File: config.mk
export PLATFORM = sky130hd
export DESIGN_NAME = led_mode_scheduler
export DESIGN_NICKNAME = d
export VERILOG_FILES = /design/src/rtl/led_pkg.sv /design/src/rtl/tick_prescaler.sv /design/src/rtl/led_mode_scheduler.sv
export SDC_FILE = /design/constraint.sdc
export NUM_CORES = 1
export LEC_CHECK = 0
export BUFFER_PORTS_ARGS = -buffer_cell sky130_fd_sc_hd__clkbuf_2
export CAP_MARGIN = 20
export CELL_PAD_IN_SITES_DETAIL_PLACEMENT = 0
export CELL_PAD_IN_SITES_GLOBAL_PLACEMENT = 1
export CORE_ASPECT_RATIO = 1.5
export CORE_MARGIN = 4
export CORE_UTILIZATION = 49
export CTS_BUF_LIST = sky130_fd_sc_hd__clkbuf_8
export CTS_CLUSTER_DIAMETER = 40
export DETAILED_ROUTE_END_ITERATION = 10
export HOLD_SLACK_MARGIN = 0.03
export PLACE_DENSITY_LB_ADDON = 0.25
export SLEW_MARGIN = 20
export SYNTH_ARGS = -nofsm -noshare
export SYNTH_HDL_FRONTEND = slang
export SYNTH_SLANG_ARGS = --single-unit
File: constraint.sdc
create_clock -name clk -period 7.2 [get_ports clk]
set_clock_uncertainty 0.2 [all_clocks]
set_input_delay 0.36 -clock clk [delete_from_list [all_inputs] [get_ports clk]]
set_output_delay 0.36 -clock clk [all_outputs]
set_load 0.01 [all_outputs]
File: src/rtl/led_pkg.sv
// Mode constants, scheduler state encoding and playlist helper shared with the animation top.
package led_pkg;

  localparam logic [1:0] MODE_SHIFT = 2'd0;
  localparam logic [1:0] MODE_FILL  = 2'd1;
  localparam logic [1:0] MODE_PWM   = 2'd2;
  localparam logic [1:0] MODE_OFF   = 2'd3;

  typedef enum logic [1:0] {IDLE, SHOW, GAP} state_e;

  function automatic logic [1:0] seq_mode(input logic [7:0] seq, input logic [1:0] i);
    return seq[2*i +: 2];
  endfunction

endpackage

File: src/rtl/tick_prescaler.sv
// Free-running divide-by-DIV counter; tick is the terminal count of the current cycle.
module tick_prescaler #(
  parameter int DIV = 1000
) (
  input  logic clk,
  input  logic rst,
  input  logic clr,
  input  logic en,
  output logic tick
);

  localparam int CW = $clog2(DIV);

  logic [CW-1:0] cnt;

  // Combinational so the scheduler can act on the wrap in the same edge.
  assign tick = en && (cnt == CW'(DIV - 1));

  always_ff @(posedge clk) begin
    if (rst || clr)  cnt <= '0;
    else if (en)     cnt <= tick ? '0 : cnt + 1'b1;
  end

endmodule

File: src/rtl/led_mode_scheduler.sv
// Playlist controller: steps the animation mode through MODE_SEQ with dwell time and blanking gaps.
module led_mode_scheduler
  import led_pkg::*;
#(
  parameter int         TICK_DIV  = 1000,
  parameter int         DWELL_W   = 8,
  parameter int         SEQ_LEN   = 4,
  parameter logic [7:0] MODE_SEQ  = 8'b00_10_01_00,
  parameter int         GAP_TICKS = 2
) (
  input  logic               clk,
  input  logic               rst,
  input  logic               run,
  input  logic               pause,
  input  logic               skip,
  input  logic [DWELL_W-1:0] dwell,
  output logic [1:0]         mode,
  output logic [1:0]         idx,
  output logic               tick,
  output logic               entry_done,
  output logic               busy
);

  localparam int GW = (GAP_TICKS > 0) ? $clog2(GAP_TICKS + 1) : 1;

  state_e             state;
  logic [DWELL_W-1:0] dwell_lat, dwell_cnt, dwell_eff;
  logic [GW-1:0]      gap_cnt;
  logic [1:0]         nxt_idx;
  logic               tc, en, clr, end_show, end_gap;

  assign dwell_eff = (dwell == '0) ? DWELL_W'(1) : dwell;
  assign nxt_idx   = (idx == 2'(SEQ_LEN - 1)) ? 2'd0 : idx + 2'd1;
  assign en        = run && (state != IDLE) && !pause;
  // skip ends the entry even while paused
  assign end_show  = (state == SHOW) && (skip || (tc && dwell_cnt == dwell_lat - 1'b1));
  assign end_gap   = (state == GAP) && tc && (gap_cnt == GW'(GAP_TICKS - 1));
  assign clr       = (state == IDLE) || !run || end_show || end_gap;

  tick_prescaler #(.DIV(TICK_DIV)) u_presc (
    .clk  (clk),
    .rst  (rst),
    .clr  (clr),
    .en   (en),
    .tick (tc)
  );

  always_ff @(posedge clk) begin
    if (rst) begin
      state      <= IDLE;
      mode       <= MODE_OFF;
      idx        <= 2'd0;
      tick       <= 1'b0;
      entry_done <= 1'b0;
      busy       <= 1'b0;
      dwell_lat  <= '0;
      dwell_cnt  <= '0;
      gap_cnt    <= '0;
    end else begin
      tick       <= tc;
      entry_done <= 1'b0;
      if (!run) begin
        state     <= IDLE;
        mode      <= MODE_OFF;
        idx       <= 2'd0;
        busy      <= 1'b0;
        dwell_cnt <= '0;
        gap_cnt   <= '0;
      end else begin
        case (state)
          IDLE: begin
            state     <= SHOW;
            idx       <= 2'd0;
            mode      <= seq_mode(MODE_SEQ, 2'd0);
            busy      <= 1'b1;
            dwell_lat <= dwell_eff;
            dwell_cnt <= '0;
          end
          SHOW: begin
            if (end_show) begin
              entry_done <= 1'b1;
              if (GAP_TICKS == 0) begin
                idx       <= nxt_idx;
                mode      <= seq_mode(MODE_SEQ, nxt_idx);
                dwell_lat <= dwell_eff;
                dwell_cnt <= '0;
              end else begin
                state   <= GAP;
                mode    <= MODE_OFF;
                gap_cnt <= '0;
              end
            end else if (tc) begin
              dwell_cnt <= dwell_cnt + 1'b1;
            end
          end
          GAP: begin
            if (end_gap) begin
              state     <= SHOW;
              idx       <= nxt_idx;
              mode      <= seq_mode(MODE_SEQ, nxt_idx);
              dwell_lat <= dwell_eff;
              dwell_cnt <= '0;
            end else if (tc) begin
              gap_cnt <= gap_cnt + 1'b1;
            end
          end
          default: begin
            state <= IDLE;
            mode  <= MODE_OFF;
            busy  <= 1'b0;
          end
        endcase
      end
    end
  end

endmodule

==> results of run 1 <==
[layer usage]
layer  vias up  part of all wire, %  GRT usage, %
li1        901                    -             -
met1       815                   41         18.83
met2        19                   55         34.43
met3         7                  2.3         3.468
met4         0                  1.8         6.950
met5         -                    0             0
[path summary, 6_finish.rpt]
check | end | slack [ns] | depth (start not counted) | startpoint
hold reg to reg | gap_cnt[0] | 0.28 | 2 | gap_cnt[0]
setup / recovery | mode[1] | 3.93 | 7 | state[1]
setup reg to reg | mode[1] | 3.93 | 7 | state[1]
hold / removal | dwell_lat[1] | 0.11 | 3 | dwell[1]
[worst max-delay path, cell delays in order, from the launching register on]
cell and delay (ns):
dfxtp_1 0.37, inv_1 0.09, ha_1 0.27, or3b_1 0.53
nor4_1 0.83, o2111a_1 0.38, o21ai_1 0.13, a221o_1 0.36
[metrics by stage]
step	instances	instance area, sq um	worst slack (ns)	hold WS (ns)	total power [mW]
after global placement	298	2232	3.865	0.2514	0.2700
after detailed placement	298	2232	3.906	0.2763	0.2699
after CTS	306	2323	3.883	0.1034	0.4191
after global routing	306	2323	3.779	0.1077	0.4348
final	306	2323	3.927	0.1097	0.4122
after floorplan	243	2143	4.425	0.2381	0.2566
[area by class of cell]
class	instances	area [sq um]	area share [%]
multi-input combinational	182	1286	55.36
sequential	37	740.7	31.88
timing repair buffer	19	95.09	4.093
clock buffer	5	68.82	2.962
tap	46	57.56	2.477
inverter	14	52.55	2.262
clock inverter	3	22.52	0.9693
[state kept, by name, summed over array words and instances, names as in the netlist]
name         count
tick             1
idx              2
busy             1
state            2
mode             2
u_presc.cnt     10
entry_done       1
dwell_cnt        8
gap_cnt          2
dwell_lat        8
[cells by family (layout without fill, tap and decap cells)]
| group | count (synthesis) | count (layout) | synth area share, % |
|---|---|---|---|
| AOI/OAI and AO/OA | 39 | 39 | 13.89 |
| xor gates and xnor gates | 16 | 16 | 6.538 |
| adders and majority gates | 11 | 11 | 6.421 |
| buffers and inverters | 24 | 41 | 5.429 |
| DFF | 37 | 37 | 34.56 |
| muxes | 15 | 15 | 7.005 |
| and+or+nand+nor | 101 | 101 | 26.15 |
[power breakdown]
part | internal, mW | switching (mW) | total [mW]
clock network | 0.0686 | 0.0785 | 0.147
logic | 0.0224 | 0.0273 | 0.0497
registers | 0.210 | 0.00584 | 0.215
total | 0.301 | 0.112 | 0.412
[cells in the mapped netlist (2+ instances only)]
library cell / instances
a211oi_1: 7
a21oi_1: 8
a221oi_1: 2
a31o_2: 5
and3_1: 7
buf_1: 3
buf_6: 3
clkbuf_1: 3
dfxtp_1: 37
ha_1: 11
inv_1: 14
mux2i_1: 15
nand2_1: 16
nand2_2: 2
nand2b_1: 2
nand3_1: 8
nand3_2: 2
nand3b_1: 2
nand4_1: 8
nor2_1: 24
nor2b_1: 3
nor3_1: 7
nor3b_1: 2
nor4_1: 4
o211ai_1: 2
o21ai_1: 2
o21bai_1: 2
or2b_1: 2
or3_1: 4
or4_1: 2
xnor2_1: 11
xor2_1: 5
==> summary.md, run 1 <==
| Metric | Value |
|---|---|
| Status | `finished, final reports clean` |
| Peak supply drop | `about 0.16 mV` |
| Resize count post-CTS | `0` |
| Largest net degree at the start of global routing | `14` |
| Synth area leader | `dfxtp_1` |
| Sequential-to-total area share from yosys stat | `34.56%` |
| Fin. max-slew vios | `0` |
| Final core utilization | `a little over half` |
| Worst hold path type | `in2reg` |
| CP Capture Type | `flip-flop` |
| Core area | `between 4000 and 5000 sq um` |
| Share of cells above drive strength 1 | `around 15%` |
| Initial antenna violation count | `0` |
| Share of the synthesized area in the top cell type | `34.56%` |
| Kind of critical path | `reg2reg` |
| Number of global-route vias before repair | `~1800` |
| Clock buffer count from CTS | `5` |
| Post-synth EDFFs | `0` |
| First-pass GRT wire length | `7590 um` |
| Drt via density | `~5.7` |
| Power Density | `between 150 and 200 nW/um^2` |
| Area contributors post-synth | `dfxtp_1 35%, mux2i_1 7.0%, ha_1 6.4%` |
| Main synth FF type | `dfxtp_1` |
| Row count | `29` |
| Clk_lat worst skew | `between 0.2 and 0.3 ns` |
| Hold Fails Final Rpt | `0` |
| Worst-path maximum fanout | `9` |
| Final setup vio count | `0` |
| Hold-fix buffers, CTS | `0` |
| Most frequent cells in the layout | `37 x dfxtp_1, 24 x nor2_1, 19 x clkbuf_2` |
| Element type at the critical path start | `flip-flop` |
| Starting DRT DRC Count | `between 60 and 70` |
| Area grow syn2layout | `8.406%` |
| Post-CTS Setup Inserts | `0` |
| Pre-antenna DRT Iters | `4` |
| Syn_nets | `around 270` |
| Initial Util | `between 50% and 60%` |
| Max cap viols | `0` |
| RSZ-0062 raised after global routing | `no` |
| DR vias | `around 1700` |
| Fillers | `423` |
| Syn Area/Cell | `8.820 sq um` |
| Routability cong. | `~0.79` |
| IO buf count | `19` |
| Synth Warn # | `0` |
| Cell Area, Synth | `about 2100 sq um` |
| CP required | `between 7 and 8 ns` |
| DR WL/cell | `approximately 14 um` |
| I/O pin cnt | `20` |
| CTS Buffer Depth | `2` |
| Final WL | `about 4400 um` |
| Yosys cell types | `50` |
| Actual slew at the worst max-slew pin | `between 0.9 and 1 ns` |
| Nets@finish | `between 200 and 300` |
| Final TNS setup | `0 ns` |
| H-tree Lvls | `2` |
| Static Leak | `0.8955 nW` |
| Die Wd | `roughly 62 um` |
| Worst Path Arrival | `approximately 3.3 ns` |
| Yosys reg bits | `37` |
| # diodes | `0` |
| Period utilization | `a little under half` |
| Mapped Cells | `243` |
| Gr ovfl total | `0` |
| Overall Global Routing Usage | `18.23%` |
| Headroom to the max-slew limit | `between 30% and 40%` |
| Root Driver | `clkbuf_8` |
| Fmax | `between 0.3 and 0.4 GHz` |
| TritonCTS Sinks | `37` |
| Post-DP HPWL | `3430 um` |
| CTS clock-pin slew for the worst setup and hold paths | `approximately 0.08 ns` |
| Antenna-violating nets left | `0` |
| Fraction of registers with async set/reset | `0%` |
| DRC | `0` |
| Die Span Y | `roughly 89 um` |
| CTS tree | `yes` |
| Die Area | `about 5500 sq um` |
| Min Clock Period, post-route | `approximately 3.3 ns` |
| Leading cell type in the layout, fill and taps excluded | `dfxtp_1` |
(Power assumes the default switching activity.)
==> run 2, diff against run 1 <==
--- a/config.mk
+++ b/config.mk
@@ -11,7 +11,7 @@
 export CELL_PAD_IN_SITES_GLOBAL_PLACEMENT = 1
 export CORE_ASPECT_RATIO = 1.5
 export CORE_MARGIN = 4
-export CORE_UTILIZATION = 49
+export CORE_UTILIZATION = 47
 export CTS_BUF_LIST = sky130_fd_sc_hd__clkbuf_8
 export CTS_CLUSTER_DIAMETER = 40
 export DETAILED_ROUTE_END_ITERATION = 10
==> constraint.sdc (replaced) <==
create_clock -name clk -period 3.4 [get_ports clk]
set_clock_uncertainty 0.2 [all_clocks]
set_input_delay 0.17 -clock clk [delete_from_list [all_inputs] [get_ports clk]]
set_output_delay 0.17 -clock clk [all_outputs]
set_load 0.01 [all_outputs]
==> run 2 against run 1 <==
Compared with the run above: count of clock-buffer cells in the layout unchanged; routed wire length up 8.5%; final area up 10%; sequential power up 110%; via count up 7.7%; sequential cell count unchanged; combinational power rose to 2.5 times the previous value; clock power rose to 3.1 times the previous value; sequential share of layout area down 2.9 points; hold slack worse by 0.049 ns; critical path depth up 2; critical path type unchanged; largest cell class unchanged.
==> summary.md, run 2 (synthesis gave the netlist of run 1 again) <==
| Metric | Value |
|---|---|
| Gr ovfl total | `0` |
| Fmax | `between 0.3 and 0.4 GHz` |
| Leading cell type in the layout, fill and taps excluded | `dfxtp_1` |
| DR vias | `1877` |
| Crit path from | `state[0]` |
| Clk_lat worst skew | `0.29 ns` |
| Row count | `29` |
| Largest net degree at the start of global routing | `13` |
| Die Span Y | `90.71 um` |
| Antenna-violating nets left | `0` |
| CP required | `about 3.4 ns` |
| Area grow syn2layout | `19.44%` |
| Actual slew at the worst max-slew pin | `~0.62 ns` |
| Max cap viols | `0` |
| Post-DP HPWL | `3434 um` |
| Starting DRT DRC Count | `between 50 and 60` |
| Worst Path Arrival | `3.18 ns` |
| Final setup vio count | `0` |
| Setup WS pre-CTS | `between 0.4 and 0.5 ns` |
| Headroom to the max-slew limit | `between 50 and 60%` |
| Root Driver | `clkbuf_8` |
| CTS tree | `yes` |
| H-tree Lvls | `2` |
| Number of global-route vias before repair | `between 1500 and 2000` |
| Biggest regs | `u_presc.cnt x10, dwell_cnt x8, dwell_lat x8` |
| Core area | `4318 sq um` |
| CP Capture Type | `flip-flop` |
| Worst hold path type | `in2reg` |
| DRC | `0` |
| # diodes | `0` |
| Static Leak | `a little over 1 nW` |
| Power Density | `403.3 nW/um^2` |
| Nets@finish | `302` |
| Cell breakdown of the critical path | `inv_1 > ha_1 > or3b_4 > or4_4 > o21ai_2 > nand2_4 > mux2i_1 > nor2_1 > dlygate4sd3_1` |
| Critical path's largest stage delay | `0.55 ns` |
| CTS clock-pin slew for the worst setup and hold paths | `0.08 ns` |
| Hold Path Origin | `pause` |
| Die Area | `about 5700 sq um` |
| TritonCTS Sinks | `37` |
| Worst-path maximum fanout | `9` |
| Hold Fails Final Rpt | `0` |
| Period utilization | `a little over nine tenths` |
| Peak supply drop | `around 0.27 mV` |
| Clock buffer count from CTS | `5` |
| Kind of critical path | `reg2reg` |
| Min Clock Period, post-route | `between 3 and 4 ns` |
| Final Non-Filler Cells | `~330` |
| Most frequent cells in the layout | `37 x dfxtp_1, 24 x nor2_1, 19 x clkbuf_2` |
| Drt via density | `between 5 and 6` |
| Share of cells above drive strength 1 | `roughly 16%` |
| Reg with most FFs | `u_presc.cnt` |
| Max reg flops | `10` |
| Die Wd | `63.14 um` |
| Initial Util | `around half` |
| Final TNS setup | `0 ns` |
| First-pass GRT wire length | `8169 um` |
| Fin. max-slew vios | `0` |
| Routability cong. | `0.8098` |
| DP Cell Count | `between 300 and 400` |
| Placed Area | `~2300 sq um` |
| Worst r2r src | `state[0]` |
| Element type at the critical path start | `flip-flop` |
| RSZ-0062 raised after global routing | `no` |
| DR WL/cell | `about 15 um` |
| CP max-delay cell | `dlygate4sd3_1` |
| Initial antenna violation count | `0` |
| Fin area | `2560 sq um` |
| I/O pin cnt | `20` |
| Status | `finished, final reports clean` |
| Pre-antenna DRT Iters | `4` |
| Final WL | `approximately 4800 um` |
| Overall Global Routing Usage | `17.69%` |
| Fin worst setup slack | `0.2035 ns` |
| IO buf count | `19` |
| CTS Buffer Depth | `2` |
==> run 2: cell count changes in the layout (fill, tap and decap cells not counted), sizes merged <==
| cell | before | now |
|---|---|---|
| clkinv | 3 | 1 |
| buf | 0 | 3 |
| bufinv | 0 | 2 |
| dlygate4sd3 | 0 | 16 |
==> run 2: path summary, 6_finish.rpt <==
kind               endpoint  slack [ns]  depth (start not counted)
max reg2reg    dwell_lat[6]        0.20                          9
max            dwell_lat[6]        0.20                          9
min reg2reg      gap_cnt[1]        0.27                          2
min          u_presc.cnt[1]        0.06                          4
==> run 2: repair_timing <==
item,CTS,global route
endpoints found under the setup margin,0,7
setup buffers,0,0
hold buffers,16,0
gates resized for setup,0,3
endpoints found under the hold margin,9,0
==> run 2: final cells by class <==
cell class / count / area, sq um
clock buffers: 5 / 68.82
fillers: 394 / 1758
inverters: 14 / 52.55
flip-flops and latches: 37 / 740.7
clock inverters: 3 / 65.06
multi-input cells: 182 / 1297
repair buffers: 38 / 277.8
well taps: 46 / 57.56
==> run 2: report_power, final <==
| part | leakage, nW | total (mW) | internal, mW | switching, mW |
|---|---|---|---|---|
| sequential | 0.300 | 0.456 | 0.444 | 0.0123 |
| clock | 0.0681 | 0.451 | 0.291 | 0.160 |
| combinational | 0.647 | 0.125 | 0.0618 | 0.0632 |
==> run 2: critical path: cells and delay by family (launching register included) <==
kind | cells | cell delay [ns]
compound gates | 1 | 0.21
fa+ha+maj | 1 | 0.28
buf+inv | 2 | 0.64
flops | 1 | 0.37
mux | 1 | 0.21
simple gates | 4 | 1.19
==> run 2: layer usage <==
layer  GRT usage [%]  routed length (um)  vias to the layer above
met3           2.989                 124                        6
met1           19.92                2009                      898
met5               0                   0                        -
li1                -                   -                      944
met2           32.69                2590                       29
met4           6.077                  65                        0
==> run 2: stage by stage <==
| step | total power [mW] | utilization, % | hold WS (ns) |
|---|---|---|---|
| after detailed placement | 0.5724 | 52.22 | 0.2233 |
| after CTS | 1.036 | 59.03 | 0.04817 |
| after floorplan | 0.5433 | - | 0.1139 |
| after global placement | 0.5721 | 52.22 | 0.2164 |
| final | 1.032 | 59.29 | 0.06030 |
| after global routing | 1.074 | 59.29 | 0.07062 |
